==> src/rtl/demux_burst_sched.sv <==
// Round-robin burst scheduler for a 1-to-8 demultiplexer.
// A single valid/ready stream is steered to one of eight channels. Each grant
// carries up to BURST_LEN words, and then the grant rotates to the next enabled
// channel. A one-word holding register feeds all channels. Only the granted
// channel sees out_valid.
//
// state | meaning
// ------+----------------------------------------------------------------
// IDLE  | no grant; holding register empty, waiting for the first word
// BURST | channel sel granted; words flow until count/mask closes it
module demux_burst_sched #(
   parameter  int DATA_W    = 8,
   parameter  int BURST_LEN = 4,
   localparam int CNT_W     = $clog2(BURST_LEN + 1)
) (
   input  logic              clk,
   input  logic              rst,
   input  logic              in_valid,
   input  logic [DATA_W-1:0] in_data,
   output logic              in_ready,
   input  logic [7:0]        mask,
   output logic [7:0]        out_valid,
   output logic [DATA_W-1:0] out_data,
   input  logic [7:0]        out_ready,
   output logic [2:0]        cur_sel,
   output logic              burst_active
);

   typedef enum logic {IDLE = 1'b0, BURST = 1'b1} state_t;

   state_t            state, state_nxt;
   logic              hold_valid;
   logic [DATA_W-1:0] hold_data;
   logic [2:0]        sel, ptr, pick;
   logic [CNT_W-1:0]  acc_cnt;
   logic              accept, fire, cnt_full, burst_close;

   assign accept   = in_valid & in_ready;
   assign fire     = hold_valid & out_ready[sel];
   assign cnt_full = (acc_cnt == CNT_W'(BURST_LEN));

   // A burst ends when its last word leaves, or when the granted channel is
   // disabled and nothing remains to deliver.
   assign burst_close = (state == BURST) &
                        ((fire & ~accept & (cnt_full | ~mask[sel])) |
                         (~hold_valid & ~mask[sel]));

   // Rotating priority: the first enabled channel at or after ptr, wrapping mod 8.
   always_comb begin
      pick = ptr;
      for (int i = 7; i >= 0; i--) begin
         if (mask[ptr + 3'(i)]) pick = ptr + 3'(i);
      end
   end

   // State register
   always_ff @(posedge clk) begin
      if (rst) state <= IDLE;
      else     state <= state_nxt;
   end

   // Next-state logic
   always_comb begin
      state_nxt = state;
      case (state)
         IDLE:    if (accept)      state_nxt = BURST;
         BURST:   if (burst_close) state_nxt = IDLE;
         default:                  state_nxt = IDLE;
      endcase
   end

   // Output logic. in_ready uses registered state, mask and out_ready[sel] only.
   always_comb begin
      in_ready     = 1'b0;
      burst_active = (state == BURST);
      if (!rst) begin
         case (state)
            IDLE:    in_ready = ~hold_valid & (|mask);
            BURST:   in_ready = (~hold_valid | fire) & mask[sel] &
                                (acc_cnt < CNT_W'(BURST_LEN));
            default: in_ready = 1'b0;
         endcase
      end
   end

   // Holding register, channel select, rotation pointer and burst counter
   always_ff @(posedge clk) begin
      if (rst) begin
         hold_valid <= 1'b0;
         hold_data  <= '0;
         sel        <= '0;
         ptr        <= '0;
         acc_cnt    <= '0;
      end else begin
         case (state)
            IDLE: begin
               if (accept) begin
                  sel        <= pick;
                  hold_data  <= in_data;
                  hold_valid <= 1'b1;
                  acc_cnt    <= CNT_W'(1);
               end
            end
            BURST: begin
               if (accept) begin
                  hold_data  <= in_data;
                  hold_valid <= 1'b1;
                  acc_cnt    <= acc_cnt + CNT_W'(1);
               end else if (fire) begin
                  hold_valid <= 1'b0;
               end
               if (burst_close) begin
                  ptr     <= sel + 3'd1;
                  acc_cnt <= '0;
               end
            end
            default: ;
         endcase
      end
   end

   // One-hot valid decoded from the registered select and holding flag.
   always_comb begin
      out_valid = hold_valid ? (8'h01 << sel) : 8'h00;
   end

   assign out_data = hold_data;
   assign cur_sel  = sel;

endmodule

==> config.mk <==
export PLATFORM = sky130hd
export DESIGN_NAME = demux_burst_sched
export DESIGN_NICKNAME = d
export VERILOG_FILES = /design/src/rtl/demux_burst_sched.sv
export SDC_FILE = /design/constraint.sdc
export NUM_CORES = 1
export LEC_CHECK = 0
export CAP_MARGIN = 0
export CORE_MARGIN = 2
export CORE_UTILIZATION = 41
export DETAILED_ROUTE_END_ITERATION = 8
export PLACE_DENSITY = 0.71
export SYNTH_ARGS = -nofsm -noshare
export SYNTH_HDL_FRONTEND = slang
export SYNTH_SLANG_ARGS = --single-unit
==> constraint.sdc <==
create_clock -name clk -period 3 [get_ports clk]
set_input_delay 0.6 -clock clk [delete_from_list [all_inputs] [get_ports clk]]
set_output_delay 0.6 -clock clk [all_outputs]
set_load 0.1 [all_outputs]
# Word-level counts from Yosys, hierarchy flattened

Index checks and enable logic that the tools add are counted.

$lt $le $gt $ge: 10
Bitwise operators: 16
Mux-type cells: 43
Multipliers: 0
Shift operators: 1
Equality and inequality tests: 4
Reduce and logical (&&, ||, !) cells: 5
Add/subtract/negate cells: 9
Divide/modulo/power cells: 0

Operators with widths:

| kind                                                                          | number |
|---|---|
| 3-bit by 4-bit less-than comparator with 1-bit output (second input constant) | 9 |
| 3-bit 2-to-1 mux                                                              | 11 |
| 1-bit binary-select mux with 3-bit select                                     | 10 |
| 1-bit 2-to-1 mux                                                              | 16 |
| 8-bit 2-to-1 mux                                                              | 2 |
| 3-bit adder (second input constant)                                           | 4 |
| 3-bit by 1-bit adder with 3-bit output (second input constant)                | 3 |
| 1-bit AND                                                                     | 9 |
| 2-bit AND reduction                                                           | 4 |
| 8-bit OR reduction                                                            | 1 |
| 1-bit by 3-bit << shifter with 8-bit output (first input constant)            | 1 |
| 3-bit by 2-bit adder with 3-bit output (second input constant)                | 2 |
| 3-bit by 1-bit != test with 1-bit output (second input constant)              | 2 |
| 1-bit one-hot mux with 2 select lines                                         | 3 |
| 3-bit one-hot mux with 2 select lines                                         | 1 |
| 1-bit inverter                                                                | 4 |
| 3-bit == test (second input constant)                                         | 1 |
| 3-bit less-than comparator (second input constant)                            | 1 |
| 1-bit OR                                                                      | 3 |
| 2-bit != test (second input constant)                                         | 1 |

Logic and storage cells: 94
Memory bits (read-only): 0
Memories: 0
Bits in writable memories: 0
Bits in latches: 0
Register bits after elaboration: 19
Bits of input ports: 27

# Longest topological paths before layout

Gate-level depths: netlist of run 1.

Depth after elaboration: 16
Mapped depth: 11
Depth with buffers taken out: 8

# Least setup slack after synthesis of run 1

OpenSTA, ideal clock, no wires.

Path type: reg-to-output
Start point: register sel[0], in the netlist cur_sel[0]
End point: output port in_ready
Stages on the path, launching flop included: 7
Arrival time: 3.393 ns
Setup slack: -0.993 ns
Path buffers: 1
Data required time: 2.400 ns
Path through: dfxtp_1 -> buf_2 -> mux4_2 -> mux2i_2 -> a2111oi_2 -> nor2_1 -> nor2_1

Word-level cells in the longest chain between the ends: 8

RTL lines:

| element                                   | RTL line | text |
|---|---|---|
| start, declared                           | 34       | `logic [2:0] sel, ptr, pick;` |
| start signal, assigned                    | 98       | `sel <= pick;` |
| 1-bit binary-select mux with 3-bit select | 39       | `assign fire = hold_valid & out_ready[sel];` |
| 1-bit 2-to-1 mux (implied by the code)    | 39       |  |
| 1-bit AND                                 | 39       |  |
| 1-bit OR                                  | 79       | `BURST: in_ready = (~hold_valid \| fire) & mask[sel] &` |
| 1-bit AND (*) (2 in series)               | 79       |  |
| 1-bit one-hot mux with 2 select lines (*) | 77       | `case (state)` |
| 1-bit 2-to-1 mux (*)                      | 76       | `if (!rst) begin` |
| end, declared                             | 20       | `output logic in_ready,` |

Mark *: on every way between the ends. The rest lies on a longest branch, timed or not. The select of a mux whose other input is x is not followed.

# Final worst setup path of run 1

Start point: input port mask[1]
End point: output port in_ready

Word-level cells in the longest chain between the ends: 6

RTL lines:

| element                                   | RTL line | text |
|---|---|---|
| start, declared                           | 21       | `input logic [7:0] mask,` |
| 1-bit binary-select mux with 3-bit select | 79       |  |
| 1-bit 2-to-1 mux (implied by the code)    | 79       |  |
| 1-bit AND (2 in series)                   | 79       |  |
| 1-bit one-hot mux with 2 select lines (*) | 77       |  |
| 1-bit 2-to-1 mux (*)                      | 76       |  |

Marks and branches as above.

==> results of run 1 <==
-- cells in the mapped netlist, types with 6 or more instances --
cell	n	area share
mux2_2	6	0.034
inv_1	11	0.021
nand2_1	11	0.021
mux2i_1	21	0.10
and2_1	9	0.028
nor2_1	23	0.043
dfxtp_1	19	0.19
ha_1	10	0.062
mux4_2	12	0.13
clkbuf_1	11	0.021
-- state kept, by name, indices dropped and copies added (netlist names) --
signal	cells
cur_sel	3
hold_valid	1
burst_active	1
acc_cnt	3
out_data	8
ptr	3
-- area by class of cell --
class	count	area (sq um)
clock inverters	1	7.51
multi-input cells	168	1490
flip-flops and latches	19	384
inverters	12	45.0
fillers	434	2090
repair buffers	67	581
clock buffers	3	41.3
well taps	67	83.8
-- logic make-up (layout without fill, tap and decap cells) --
logic type      count (synthesis)  in the layout  share of synthesized area
xor+xnor                        3              3                     0.0131
buf+inv                        30             83                     0.0687
simple gates                   68             68                      0.168
mux                            42             42                      0.306
flops                          19             19                      0.190
compound gates                 45             45                      0.192
fa+ha+maj                      10             10                     0.0624
-- power by group through the flow --
stage          logic, mW  clock network, mW  registers (mW)
2_1_floorplan      0.419                  0           0.413
3_3_place_gp       0.679                  0           0.326
3_5_place_dp       0.687                  0           0.326
4_1_cts            0.689              0.194           0.320
5_1_grt            0.735              0.205           0.326
6_report           0.689              0.189           0.319
-- critical path, cell delays in order --
cell and delay (ns):
clkdlybuf4s50_1 0.45, mux4_2 0.47, mux2i_1 0.26, a2111oi_2 0.08, nor2_1 0.20, nor2_4 0.05, buf_12 0.16
-- cell usage in the layout (no fill, tap or decap), drive strengths merged, types with 3 or more instances in the layout --
cell type / count
buf: 41
clkbuf: 3
clkdlybuf4s50: 26
a21oi: 5
inv: 12
a31oi: 3
o21ai: 3
mux4: 14
ha: 10
and3: 3
and2: 9
nor4: 3
nor2b: 5
mux2: 6
a2111oi: 4
dfxtp: 19
mux2i: 22
a211oi: 6
nand2: 11
nor2: 23
nand2b: 3
nor3: 5
-- what timing repair did --
item                       in CTS  in global routing
gates resized for setup         0                  0
buffers inserted                0                  0
setup endpoints to repair       0                  1
-- per-stage QoR --
| step | cell area, sq um | setup WS (ns) | hold slack, ns | utilization | std cells |
|---|---|---|---|---|---|
| 3_5_place_dp | 2590 | 0.0713 | 0.485 | 0.548 | 333 |
| 3_3_place_gp | 2590 | 0.107 | 0.479 | 0.548 | 333 |
| 5_1_grt | 2640 | 0.0383 | 0.530 | 0.558 | 337 |
| 2_1_floorplan | 2020 | 0.0931 | 0.469 | - | 217 |
| 6_report | 2640 | 0.112 | 0.501 | 0.558 | 337 |
| 4_1_cts | 2640 | 0.0666 | 0.505 | 0.558 | 337 |
-- layer usage --
metal	track usage	up-vias
li1	-	916
met1	0.255	907
met2	0.333	55
met3	0.0384	13
met4	0.0586	0
met5	0	-
-- final timing paths --
check	depth (start not counted)	endpoint	from
setup / recovery	7	in_ready	mask[1]
hold / removal	2	acc_cnt[0]	acc_cnt[0]
setup reg to reg	9	cur_sel[1]	ptr[1]
hold reg to reg	2	acc_cnt[0]	acc_cnt[0]
==> impl_metrics.toml, run 1 <==
[die]
core_sq_mm = 0.00472
placementRows = 25
num_io_pins = 48
dieArea_sq_mm = 0.00546
start_util = 0.424
die_h_um = 73.9
die_w_um = 73.9

[global_routing]
grt_max_degree = 21
grt_pass1_wl_mm = 8.35
grt.overflow.total = 0
grt_pass1_vias = 1752
grt_usage = 0.197
antenna_found_initial = 0

[synthesis]
synth_edf_count = 0
ys_warn_count = 0
ys_seq_elements = 19
syn-num-nets = 254
syn-cell-area_sq_mm = 0.00200
synth-seq-area-share = 0.190
synthFlopType = "dfxtp_1"
synthCells = 217
synthArstFlopShare = 0
ys_types = 60
avgSynthCellArea_sq_um = 9.24

[sta]
fin_tns_setup_ns = 0
slew_headroom = 0.672
rsz0062_at_grt = "no"
setup_viol = 0
period_minus_slack_ns = 2.89
worst_slew_pin_slew_ns = 0.480
timing.final.crit_share = 0.963
timing.final.max_slew_violations = 0
skew_ns = 0.00445
clock.fmax_ghz = 0.346
hold_viol_final = 0

[pwr]
peakVddDrop_mv = 0.272
powerDensity_mw_per_mm2 = 454
p_total_mw = 1.20
p_leak_nw = 1.08
switching_share = 0.453
switchingPower_mw = 0.542
power_frac_clock = 0.158
p_int_mw = 0.656
combPwrFrac = 0.575
sequentialPowerShare = 0.266

[detailed_routing]
dr_wl_met3_um = 246
wl_met2_mm = 2.55
highest_layer = "met4"
initialDrtViolationCount = 80
drc = 0
ant_nets = 0
wl_met1_mm = 2.28
routed-via-count = 1891
wl_per_cell_um = 15.4
via_per_inst = 5.61
drtPass1Iterations = 6
wl_mm = 5.17

[outcome]
status = "completed"

[clocking]
clkTransAtPathRegs_ns = 0.08
clockBufferDepth = 2
cts_tree = "yes"
clock-root-buffer = "clkbuf_8"
cts_num_sinks = 19
cts_buffers = 3
holdBufCountCts = 0
htreeDepth = 1
worstSkewPairLatency_ns = 0.26

[placement]
place_congestion = 0.957
dp_hpwl_mm = 4.09
port-buffer-count = 47

[setup_path]
critPathKind = "in -> out"
worstSetupStartpointType = "input port"
cp_max_fo = 3
worstPathRequired_ns = 2.40
r2r_slack_ns = 0.37
cp.arrival_ns = 2.29
critPathCaptureType = "output pin"

[worst_hold_path]
holdCritPathClass = "reg -> reg"

[layout]
diodes = 0
area_growth_pct = 31.5
nNetsFinal = 308
final_layout_size_suffix_gt1_frac = 0.285

[job]
cap_violations = 0
(Power assumes the default switching activity.)
==> run 2: changes to the inputs <==
--- a/config.mk
+++ b/config.mk
@@ -6,10 +6,12 @@
 export NUM_CORES = 1
 export LEC_CHECK = 0
 export CAP_MARGIN = 0
+export CELL_PAD_IN_SITES_DETAIL_PLACEMENT = 0
+export CELL_PAD_IN_SITES_GLOBAL_PLACEMENT = 1
 export CORE_MARGIN = 2
-export CORE_UTILIZATION = 41
+export CORE_UTILIZATION = 34
 export DETAILED_ROUTE_END_ITERATION = 8
-export PLACE_DENSITY = 0.71
+export PLACE_DENSITY_LB_ADDON = 0.1
 export SYNTH_ARGS = -nofsm -noshare
 export SYNTH_HDL_FRONTEND = slang
 export SYNTH_SLANG_ARGS = --single-unit
==> run 2 against run 1 <==
Flip-flop and latch count unchanged. Wire length increased by 9.3%. Clock-buffer cell count unchanged. Setup slack got worse by 0.0024 ns. Sequential power increased by 1%. Power increased by 1.6%. Critical path depth increased by 1. Final area increased by 2.0%. Fmax about the same. Largest power group unchanged. Highest routed layer unchanged.
==> impl_metrics.toml, run 2 (synthesis results as in run 1) <==
[sta]
setup_viol = 0
period_minus_slack_ns = 2.89
hold_viol_final = 0
rsz0062_at_grt = "no"
fin_hold_ws_ns = 0.505
skew_ns = 0.00169
clock.fmax_ghz = 0.346
timing.final.crit_share = 0.964
fin_tns_setup_ns = 0
fin_ws_ns = 0.109
worst_slew_pin_slew_ns = 0.512
slew_headroom = 0.658
timing.final.max_slew_violations = 0

[global_routing]
grt_usage = 0.191
grt-busiest-layer = "met2"
antenna_found_initial = 0
use_met1 = 0.258
grt_pass1_vias = 1924
use_met3 = 0.0322
grt.overflow.total = 0
grt_pass1_wl_mm = 9.72
gr-usage-met2 = 0.325
grt_max_degree = 21

[layout]
layout_commonest_cell = "buf_4"
nNetsFinal = 313
fill_cells = 568
multi_input_area_sq_mm = 0.00151
diodes = 0
area_growth_pct = 34.2
final_layout_size_suffix_gt1_frac = 0.298
seq_area_sq_um = 384
postLayoutCellArea_sq_mm = 0.00269
stdcell_count = 347
largest_reg_flops = 8
layout_common_cells = "45 x buf_4, 26 x clkdlybuf4s50_1, 22 x nor2_1"

[setup_path]
worstPathRequired_ns = 2.40
worstSetupStartpointType = "input port"
startpoint = "mask[1]"
critPathKind = "in -> out"
cp.arrival_ns = 2.29
r2r-start = "ptr[1]"
crit_chain = "clkdlybuf4s50_1, mux4_2, mux2i_1, buf_4, a2111oi_4, nor2_1, nor2_4, buf_12"
cp_max_fo = 2
critPathMaxStageDelay_ns = 0.49
crit_slowest_cell = "clkdlybuf4s50_1"
critPathCaptureType = "output pin"

[die]
start_util = 0.357
dieArea_sq_mm = 0.00653
num_io_pins = 48
die_w_um = 80.8
core_sq_mm = 0.00561
placementRows = 27
die_h_um = 80.8

[placement]
place_congestion = 0.810
place_ws_ns = 0.0320
placed_cell_area_sq_mm = 0.00263
place_inst = 343
dp_hpwl_mm = 4.39
port-buffer-count = 47

[detailed_routing]
drtPass1Iterations = 4
wl_mm = 5.66
via_per_inst = 5.48
drc = 0
initialDrtViolationCount = 115
ant_nets = 0
wl_per_cell_um = 16.3
routed-via-count = 1903

[pwr]
peakVddDrop_mv = 0.213
p_leak_nw = 1.11
powerDensity_mw_per_mm2 = 452

[clocking]
cts_num_sinks = 19
cts_setup_buffers = 0
clockBufferDepth = 2
holdBufCountCts = 0
clock-root-buffer = "clkbuf_8"
htreeDepth = 1
worstSkewPairLatency_ns = 0.25
cts_resized = 0
clkTransAtPathRegs_ns = 0.08
cts_buffers = 3
cts_tree = "yes"

[outcome]
status = "completed"

[worst_hold_path]
holdCritPathClass = "reg -> reg"
min_from = "out_data[5]"

[job]
cap_violations = 0
-- run 2: metrics by stage --
step,utilization,power (mW)
2_1_floorplan,-,0.832
3_3_place_gp,0.469,1.03
3_5_place_dp,0.469,1.04
4_1_cts,0.477,1.22
5_1_grt,0.480,1.31
6_report,0.480,1.22
-- run 2: report_power, final --
group | total, mW | leakage, nW | switching (mW) | internal [mW]
registers | 0.323 | 0.156 | 0.0463 | 0.276
clock network | 0.182 | 0.0255 | 0.0897 | 0.0923
logic | 0.712 | 0.924 | 0.412 | 0.300
total | 1.22 | 1.11 | 0.548 | 0.669
-- run 2: worst max-delay path, delay by kind of cell --
kind	cells	cell delay, ns
buffers and inverters	3	0.82
muxes	2	0.30
and+or+nand+nor	2	0.22
AOI/OAI and AO/OA	1	0.33
-- run 2: area by class of cell --
cell class,instances,area share
clock buffers,3,0.0153
clock inverters,1,0.00186
inverters,12,0.0167
multi-input cells,168,0.560
flip-flops and latches,19,0.143
well taps,72,0.0335
repair buffers,72,0.230
-- run 2: metal layers --
| metal | routed length, um | up-vias |
|---|---|---|
| li1 | - | 929 |
| met1 | 2570 | 927 |
| met2 | 2790 | 43 |
| met3 | 252 | 4 |
| met4 | 42 | 0 |
| met5 | 0 | - |
-- run 2: final timing paths --
path	endpoint	slack (ns)	depth (start not counted)
max	in_ready	0.11	8
min	out_data[5]	0.51	2
max reg2reg	cur_sel[2]	0.24	9
min reg2reg	out_data[5]	0.51	2
==> run 3: changes to the inputs <==
--- a/config.mk
+++ b/config.mk
@@ -12,6 +12,8 @@
 export CORE_UTILIZATION = 34
 export DETAILED_ROUTE_END_ITERATION = 8
 export PLACE_DENSITY_LB_ADDON = 0.1
+export SETUP_SLACK_MARGIN = 0.4
+export SKIP_LAST_GASP = 1
 export SYNTH_ARGS = -nofsm -noshare
 export SYNTH_HDL_FRONTEND = slang
 export SYNTH_SLANG_ARGS = --single-unit
==> run 3 against run 2 <==
Non-clock buffer count did not move. Clock-buffer cell count rose by 1. Via count fell by 2.4%. Setup slack improved by 0.31 ns. Critical path depth fell by 1. Hold slack got worse by 0.0051 ns. Flip-flop and latch count did not move. First-iteration DRC count fell by 36%. Largest power group unchanged. Highest routed layer unchanged.
==> impl_metrics.toml, run 3 (synthesis results as in run 1) <==
[pwr]
p_leak_nw = 1.11
powerDensity_mw_per_mm2 = 456
peakVddDrop_mv = 0.297
p_total_mw = 1.24

[detailed_routing]
routed-via-count = 1858
via_per_inst = 5.35
drc = 0
wl_per_cell_um = 15.4
wl_mm = 5.33
drtPass1Iterations = 4
initialDrtViolationCount = 74
ant_nets = 0

[layout]
layout_common_cells = "45 x buf_4, 21 x nor2_1, 20 x mux2i_1"
largest_reg_flops = 8
nNetsFinal = 313
area_growth_pct = 35.5
diodes = 0
final_layout_size_suffix_gt1_frac = 0.342
seq_area_sq_um = 392
postLayoutCellArea_sq_mm = 0.00272
fill_cells = 566
fin_util = 0.484
layout_commonest_cell = "buf_4"
multi_input_area_sq_mm = 0.00155

[worst_hold_path]
min_from = "out_data[0]"
min_path_cells = 2
holdPathEnd = "out_data[0]"
holdCritPathClass = "reg -> reg"

[placement]
place_ws_ns = -0.0791
dp_hpwl_mm = 4.15
place_congestion = 0.823
port-buffer-count = 47
placed_cell_area_sq_mm = 0.00261

[sta]
clock.fmax_ghz = 0.388
hold_viol_final = 0
worst_slew_pin_slew_ns = 0.510
setup_viol = 0
skew_ns = 0.00164
rsz0062_at_grt = "yes"
fin_ws_ns = 0.421
period_minus_slack_ns = 2.58
timing.final.crit_share = 0.860
timing.final.max_slew_violations = 0
slew_headroom = 0.651

[die]
dieArea_sq_mm = 0.00653
die_h_um = 80.8
start_util = 0.357
core_sq_mm = 0.00561
num_io_pins = 48
placementRows = 27
die_w_um = 80.8

[setup_path]
r2r_slack_ns = 0.57
worstReg2RegEnd = "cur_sel[1]"
worstPathRequired_ns = 2.40
r2r-start = "ptr[1]"
cp_max_fo = 3
r2r_cells = 7
cp.arrival_ns = 1.98
critPathCaptureType = "output pin"
worstSetupStartpointType = "input port"
critPathKind = "in -> out"

[global_routing]
grt.overflow.total = 0
grt_usage = 0.172
antenna_found_initial = 0
grt_max_degree = 22
grt_pass1_wl_mm = 8.80
grt_pass1_vias = 1706

[clocking]
htreeDepth = 1
clock-root-buffer = "clkbuf_8"
clkTransAtPathRegs_ns = 0.07
clockBufferDepth = 2
cts_num_sinks = 19
worstSkewPairLatency_ns = 0.25
cts_buffers = 3
cts_tree = "yes"

[outcome]
status = "completed"

[job]
cap_violations = 0
[run 3: cell count changes in the layout (fill, tap and decap cells not counted), moves of 2 or more]
cell and change:
clkdlybuf4s50_1 -16, clkdlybuf4s15_1 +12, clkbuf_2 +3, dfxtp_1 -2, dfxtp_4 +2, ha_1 -2
mux2i_4 +2
[run 3: area by class of cell]
type | instances | share of cell area
clock buffers | 4 | 0.0166
inverters | 12 | 0.0166
multi-input cells | 168 | 0.569
flip-flops and latches | 19 | 0.144
well taps | 72 | 0.0332
repair buffers | 72 | 0.220
[run 3: metrics by stage]
stage | setup TNS, ns | cells | hold WS, ns
2_1_floorplan | 0 | 217 | 0.469
5_1_grt | 0 | 347 | 0.537
3_3_place_gp | -0.00294 | 337 | 0.480
3_5_place_dp | -0.0828 | 337 | 0.492
6_report | 0 | 347 | 0.500
4_1_cts | 0 | 343 | 0.503
[run 3: worst max-delay path by stage]
stage | from | to | slack (ns)
6_report | out_ready[6] | in_ready | 0.42
5_1_grt | cur_sel[0] | in_ready | 0.36
4_1_cts | out_ready[3] | in_ready | 0.41
3_5_place_dp | mask[1] | in_ready | -0.08
3_3_place_gp | mask[1] | in_ready | -0.003
2_1_floorplan | ptr[0] | cur_sel[0] | 0.35
[run 3: where the power goes]
part	internal [mW]	switching [mW]	leakage, nW	total (mW)
Sequential	0.279	0.0437	0.158	0.323
Combinational	0.320	0.420	0.925	0.740
Clock	0.0943	0.0820	0.0228	0.176
Total	0.694	0.545	1.11	1.24
[run 3: repair_timing]
item | in CTS | in global routing
pin swaps | 3 | 4
gates cloned | 0 | 0
endpoints found under the setup margin | 4 | 2
buffers inserted | 2 | 4
gates resized for setup | 31 | 12
hold buffers | 0 | 0
[run 3: critical path: stages]
cell             delay [ns]
clkdlybuf4s15_1        0.16
mux4_2                 0.49
mux2i_4                0.21
a2111oi_4              0.12
nor2_2                 0.17
nor2_4                 0.06
buf_12                 0.16
[run 3: per-layer routing]
metal	global-route usage	vias up	wire length, um
met4	0.0153	0	13
met3	0.0256	2	275
met1	0.260	871	2610
met5	0	-	0
met2	0.270	50	2430
li1	-	935	-
